## src/rtl/frame_deframer.sv

```systemverilog
// Serial symbol deframer: hunts for a 16-bit sync word, then assembles a
// fixed-length frame of bytes with a trailing mod-256 checksum into a 4-deep output FIFO.
module frame_deframer #(
   parameter logic [15:0] SYNC_WORD   = 16'hEB90,
   parameter int unsigned FRAME_BYTES = 8,
   parameter int unsigned IDLE_LIMIT  = 16
) (
   input  logic       clk,
   input  logic       rst_n,
   input  logic [1:0] code_in,
   input  logic       code_en,
   output logic [7:0] byte_data,
   output logic       byte_valid,
   input  logic       byte_ready,
   output logic       byte_last,
   output logic       sync_locked,
   output logic       frame_done,
   output logic       frame_err,
   output logic       overflow
);

   localparam int unsigned DEPTH = 4;
   localparam int unsigned PTR_W = 2;
   localparam int unsigned CNT_W = 3;
   localparam int unsigned ENT_W = 9;
   localparam int unsigned CTR_W = 8;

   localparam logic [0:0] HUNT    = 1'b0;
   localparam logic [0:0] PAYLOAD = 1'b1;

   logic [0:0]       state_q, state_d;
   logic [15:0]      sync_q, sync_d;
   logic [6:0]       shift_q, shift_d;
   logic [2:0]       bit_cnt_q, bit_cnt_d;
   logic [CTR_W-1:0] byte_cnt_q, byte_cnt_d;
   logic [7:0]       csum_q, csum_d;
   logic [CTR_W-1:0] idle_q, idle_d;
   logic             done_q, done_d;
   logic             err_q, err_d;

   logic [DEPTH-1:0][ENT_W-1:0] mem_q, mem_d;
   logic [PTR_W-1:0] wr_ptr_q, wr_ptr_d;
   logic [PTR_W-1:0] rd_ptr_q, rd_ptr_d;
   logic [CNT_W-1:0] count_q, count_d;
   logic [ENT_W-1:0] head_q, head_d;
   logic             valid_q, valid_d;
   logic             overflow_q, overflow_d;

   logic             bit_ok;
   logic             bit_val;
   logic             idle_sym;
   logic [7:0]       new_byte;
   logic             push;
   logic             push_ok;
   logic             pop;
   logic [ENT_W-1:0] push_ent;

   assign bit_ok   = code_en && ((code_in == 2'b01) || (code_in == 2'b10));
   assign bit_val  = (code_in == 2'b01);
   assign idle_sym = code_en && !bit_ok;
   assign new_byte = {shift_q, bit_val};
   assign pop      = valid_q && byte_ready;

   // Framing FSM plus FIFO bookkeeping
   always_comb begin
      state_d    = state_q;
      sync_d     = sync_q;
      shift_d    = shift_q;
      bit_cnt_d  = bit_cnt_q;
      byte_cnt_d = byte_cnt_q;
      csum_d     = csum_q;
      idle_d     = idle_q;
      done_d     = 1'b0;
      err_d      = 1'b0;
      push       = 1'b0;
      push_ent   = '0;
      push_ok    = 1'b0;
      mem_d      = mem_q;
      wr_ptr_d   = wr_ptr_q;
      rd_ptr_d   = rd_ptr_q;
      count_d    = count_q;
      overflow_d = overflow_q;
      head_d     = '0;
      valid_d    = 1'b0;

      case (state_q)
         HUNT: begin
            if (bit_ok) begin
               sync_d = {sync_q[14:0], bit_val};
               if (sync_d == SYNC_WORD) begin
                  // Sync bits are consumed so they cannot seed the next hunt
                  state_d    = PAYLOAD;
                  sync_d     = '0;
                  shift_d    = '0;
                  bit_cnt_d  = '0;
                  byte_cnt_d = '0;
                  csum_d     = '0;
                  idle_d     = '0;
               end
            end
         end
         PAYLOAD: begin
            if (bit_ok) begin
               idle_d    = '0;
               shift_d   = new_byte[6:0];
               bit_cnt_d = bit_cnt_q + 3'd1;
               if (bit_cnt_q == 3'd7) begin
                  push       = 1'b1;
                  byte_cnt_d = byte_cnt_q + CTR_W'(1);
                  if (byte_cnt_q == CTR_W'(FRAME_BYTES - 1)) begin
                     push_ent = {1'b1, new_byte};
                     done_d   = 1'b1;
                     err_d    = (new_byte != csum_q);
                     state_d  = HUNT;
                  end else begin
                     push_ent = {1'b0, new_byte};
                     csum_d   = csum_q + new_byte;
                  end
               end
            end else if (idle_sym) begin
               idle_d = idle_q + CTR_W'(1);
               if (idle_d == CTR_W'(IDLE_LIMIT)) begin
                  done_d    = 1'b1;
                  err_d     = 1'b1;
                  shift_d   = '0;
                  bit_cnt_d = '0;
                  state_d   = HUNT;
               end
            end
         end
         default: state_d = HUNT;
      endcase

      if (pop) begin
         rd_ptr_d = rd_ptr_q + PTR_W'(1);
      end
      if (push) begin
         // A simultaneous pop frees a slot even when full
         if ((count_q != CNT_W'(DEPTH)) || pop) begin
            push_ok         = 1'b1;
            mem_d[wr_ptr_q] = push_ent;
            wr_ptr_d        = wr_ptr_q + PTR_W'(1);
         end else begin
            overflow_d = 1'b1;
         end
      end
      case ({push_ok, pop})
         2'b10:   count_d = count_q + CNT_W'(1);
         2'b01:   count_d = count_q - CNT_W'(1);
         default: count_d = count_q;
      endcase

      valid_d = (count_d != '0);
      if (valid_d) begin
         head_d = mem_d[rd_ptr_d];
      end
   end

   always_ff @(posedge clk or negedge rst_n) begin
      if (!rst_n) begin
         state_q    <= HUNT;
         sync_q     <= '0;
         shift_q    <= '0;
         bit_cnt_q  <= '0;
         byte_cnt_q <= '0;
         csum_q     <= '0;
         idle_q     <= '0;
         done_q     <= 1'b0;
         err_q      <= 1'b0;
         mem_q      <= '0;
         wr_ptr_q   <= '0;
         rd_ptr_q   <= '0;
         count_q    <= '0;
         head_q     <= '0;
         valid_q    <= 1'b0;
         overflow_q <= 1'b0;
      end else begin
         state_q    <= state_d;
         sync_q     <= sync_d;
         shift_q    <= shift_d;
         bit_cnt_q  <= bit_cnt_d;
         byte_cnt_q <= byte_cnt_d;
         csum_q     <= csum_d;
         idle_q     <= idle_d;
         done_q     <= done_d;
         err_q      <= err_d;
         mem_q      <= mem_d;
         wr_ptr_q   <= wr_ptr_d;
         rd_ptr_q   <= rd_ptr_d;
         count_q    <= count_d;
         head_q     <= head_d;
         valid_q    <= valid_d;
         overflow_q <= overflow_d;
      end
   end

   assign byte_data   = head_q[7:0];
   assign byte_last   = head_q[8];
   assign byte_valid  = valid_q;
   assign sync_locked = (state_q == PAYLOAD);
   assign frame_done  = done_q;
   assign frame_err   = err_q;
   assign overflow    = overflow_q;

endmodule
```

## config.mk

```make
export PLATFORM = sky130hd
export DESIGN_NAME = frame_deframer
export DESIGN_NICKNAME = d
export VERILOG_FILES = /design/src/rtl/frame_deframer.sv
export SDC_FILE = /design/constraint.sdc
export NUM_CORES = 1
export LEC_CHECK = 0
export ABC_AREA = 1
export CAP_MARGIN = 20
export CORE_MARGIN = 5
export CORE_UTILIZATION = 55
export DETAILED_ROUTE_END_ITERATION = 16
export DONT_BUFFER_PORTS = 1
export PLACE_DENSITY = 0.84
export SYNTH_ARGS = -nofsm -noshare
export SYNTH_HDL_FRONTEND = slang
export SYNTH_SLANG_ARGS = --single-unit
```

## constraint.sdc

```tcl
create_clock -name clk -period 2 [get_ports clk]
set_clock_uncertainty 0.05 [all_clocks]
set_input_delay 0.2 -clock clk [delete_from_list [all_inputs] [get_ports clk]]
set_output_delay 0.2 -clock clk [all_outputs]
set_load 0.01 [all_outputs]
```

==> impl_results.md <==
* Logic pwr share at 4.0%
* Seq. cell area at 2653 µm²
* Placeable core region at 9729 µm²
* Required time of the critical path at 2.22 ns
* Net total in the final layout at 702
* DRT met1 WL at 5.107 mm
* Final critical path time including I/O delays and setup at 2.194 ns
* Hold crit path type: input port to async pin
* Cell area after synthesis at 5455 µm²
* Top routing layer used: met4
* Die Height at 109.6 µm
* Final hold violation count at 106
* Most used standard cell by instance count after synthesis: nand2_1
* Max frequency at 0.4559 GHz
* Number of warning messages in the yosys log at 0
* Relative slew margins at 71.17%
* Multi-input gate area at 2507 µm²
* Violated checks: negative hold slack, negative setup slack
* Result of the run: finished with violations
* Remaining routing DRC violations at 0
* Fraction of final layout cells sized beyond drive strength 1 at 13.78%
* Number of DRC markers in iteration 0 at 328
* TritonCTS clock tree: yes
* Switching fraction of total power at 23.01%
* Clock buffers created by TritonCTS at 9
* Syn Area/Cell at 8.419 µm²
* Diode insertion count for antenna repair at 0
* RD Place Congestion at 0.8989
* Site Rows at 36
* Count of nets left with antenna violations after detail routing at 0
* P_sw at 896.7 µW
* Portion of synthesized cell area occupied by the leading cell type at 48.62%
* Most used standard cells in the synthesized netlist: nand2_1, dfrtp_1, nand3_1
* Overall routing resource usage at 21.98%
* Number of nets in the synthesized netlist at 673
* Clock latency at the later pin of the worst-skew pair at 0.38 ns
* Number of global-route vias before repair at 4587
* Initial antenna violation count at 0
* Layout filler cell count at 796
* Transition time of the tightest slew-check pin at 0.4325 ns
* Cell Count Post-Placement at 795
* Share of the cycle needed by the critical path after routing at 109.7%
* Pre-Repair DR Iteration Count at 6
* Routed wire length on met2 at 6.166 mm
* Biggest area contributors in the synthesized netlist: dfrtp_1, nand2_1, nand3_1, nand4_1, inv_1
* Worst endpoint data arrival time at 2.42 ns
* Half-perimeter wire length after placement at 8.361 mm
* Portion of the post-synthesis area used by sequential elements at 48.62%
* Flop pwr share at 58.2%
* Netlist cell types at 36
* Unrepaired setup endpoints after global routing: yes
* Flip-flop and latch count after synthesis at 106
* Max IR drop VDD at 480.9 µV
* Gate count of the mapped netlist at 648
* Max clock buf depth at 2
* Share of power burned in the clock network at 37.8%
* Async set-reset flop share out of synthesis at 100.0%
* PwrDens at 635.7 nW/µm²
* Dominant register cell in the synthesized netlist: dfrtp_1
* Worst Setup Slack post-DPL at -0.1646 ns
* Fin Hold WS at -0.5447 ns
* Total via count after detailed routing at 4682
* Flop2flop setup slack at -0.19 ns
* Leakage component of the power at 0.003346 µW
* Initial Util at 56.07%
* Count of max-cap constraint violations at 0
* Number of flops mapped to enable cells by yosys at 0
* Clock sink total at 106
* Average detailed-routed wire length per instance at 14.85 µm
* Non-Filler Instances at 815
* Buffers added on ports at 0
* Setup crit start kind: flop
* Post-Route Utilization at 63.00%
* Maximum fanout count along the critical path at 5
* Nature of the critical path endpoint: flop
* Register clock-pin slew on the reported worst setup and hold paths at 0.10 ns
* Maximum number of pins on one net before global-route repair at 107
* Length of routed met3 wiring at 614 µm
* Classification of the worst setup path: flop to flop
* Max H-tree Level at 3
* Number of vias per cell after detailed routing at 5.745
* Number of endpoints failing setup at the final stage at 12
* Layout Area Growth over Synthesis at 12.36%
* Number of ports placed on the die boundary at 20
* Setup_tns at -2.017 ns
* Die Area at 12010 µm²
* First-pass GRT wire length at 21.09 mm
* CTS root buffer: clkbuf_8
* GRT overflow at 0
* Post-synthesis cell type with the largest combined area: dfrtp_1
* Internal power at 3000 µW
* Detailed-route wire length at 12.10 mm
* Horizontal die dimension at 109.6 µm
* Max-slew violations at 0
* Least setup slack across all paths after layout at -0.1936 ns
==> flip-flops by register name, indices dropped and copies added (netlist names) <==
name and cells:
byte_valid 1, count_q 3, idle_q 8, csum_q 8
sync_q 15, overflow 1, shift_q 7, head_q 9
rd_ptr_q 2, bit_cnt_q 3, wr_ptr_q 2, byte_cnt_q 8
sync_locked 1, mem_q 36, frame_done 1, frame_err 1
==> metal layers <==
metal	global-route usage, %	up-vias
li1	-	2238
met2	35.92	133
met4	7.569	0
met3	4.698	23
met1	29.09	2288
met5	0	-
==> power groups by stage <==
stage	combinational, µW	clock [µW]	sequential [µW]
after floorplan	127	0	2300
after detailed placement	156	0	2310
after CTS	158	1510	2270
final	157	1470	2270
after global routing	182	1590	2280
after global placement	150	0	2310
==> final timing paths <==
path / start / to / depth (start not counted)
worst max-delay path: bit_cnt_q[1] / head_q[4] / 14
worst min-delay path: rst_n / head_q[2] / 0
worst max register to register: bit_cnt_q[1] / head_q[4] / 14
worst min register to register: mem_q[24] / mem_q[24] / 2
max in group asynchronous: rst_n / byte_cnt_q[4] / 0
min in group clk: code_in[0] / idle_q[1] / 3
==> layout by cell type (no fill, tap or decap), drive strengths merged <==
cell type    n
dfrtp      106
nand2      190
nand3       89
nor3         5
nand4       56
o211ai       8
xnor2        2
fa           2
bufinv       2
or2          1
o22ai        2
a21o         1
inv         65
ha          17
xor2        10
a21oi        6
o21bai       3
nand3b       3
buf         41
clkbuf       9
nor4         1
o21ai       31
clkinv       4
nor2        23
o31ai        2
a31oi        3
==> kinds of logic (layout without fill, tap and decap cells) <==
| family | Yosys count | in the layout | synth area share (%) |
|---|---|---|---|
| compound gates | 56 | 56 | 5.963 |
| xor+xnor | 12 | 12 | 2.064 |
| fa+ha+maj | 19 | 19 | 4.633 |
| buf+inv | 88 | 121 | 6.605 |
| flops | 106 | 106 | 48.62 |
| simple gates | 367 | 368 | 32.11 |
==> through the flow <==
stage          power [µW]  cell area (µm²)
2_1_floorplan        2428             5494
3_3_place_gp         2456             5847
3_5_place_dp         2468             5847
4_1_cts              3937             6093
5_1_grt              4054             6130
6_report             3896             6130
==> what timing repair did <==
| action | CTS | global route |
|---|---|---|
| resized for setup | 0 | 11 |
| endpoints found under the hold margin | 106 | 106 |
| buffers inserted | 3 | 1 |
| cloned | 0 | 1 |
| endpoints found under the setup margin | 11 | 12 |
| pin swaps | 1 | 2 |
==> layout make-up <==
type                    count  area share [%]
flip-flops and latches    106           43.27
clock inverters             7           1.633
clock buffers               9           2.021
inverters                  64           3.960
well taps                 133           2.715
repair buffers             41           5.491
multi-input cells         455           40.91
==> critical path, stage by stage (launching register included) <==
cell and delay, ns:
dfrtp_1 0.39, ha_2 0.20, ha_4 0.16, inv_4 0.07, nor2_8 0.04, inv_2 0.06
nand2_2 0.05, inv_2 0.05, fa_2 0.42, inv_1 0.06, nand2_1 0.06, o21ai_2 0.17
nand3_4 0.17, nand2_1 0.10, inv_1 0.04
Note: power is estimated with default switching activity, not from simulation.
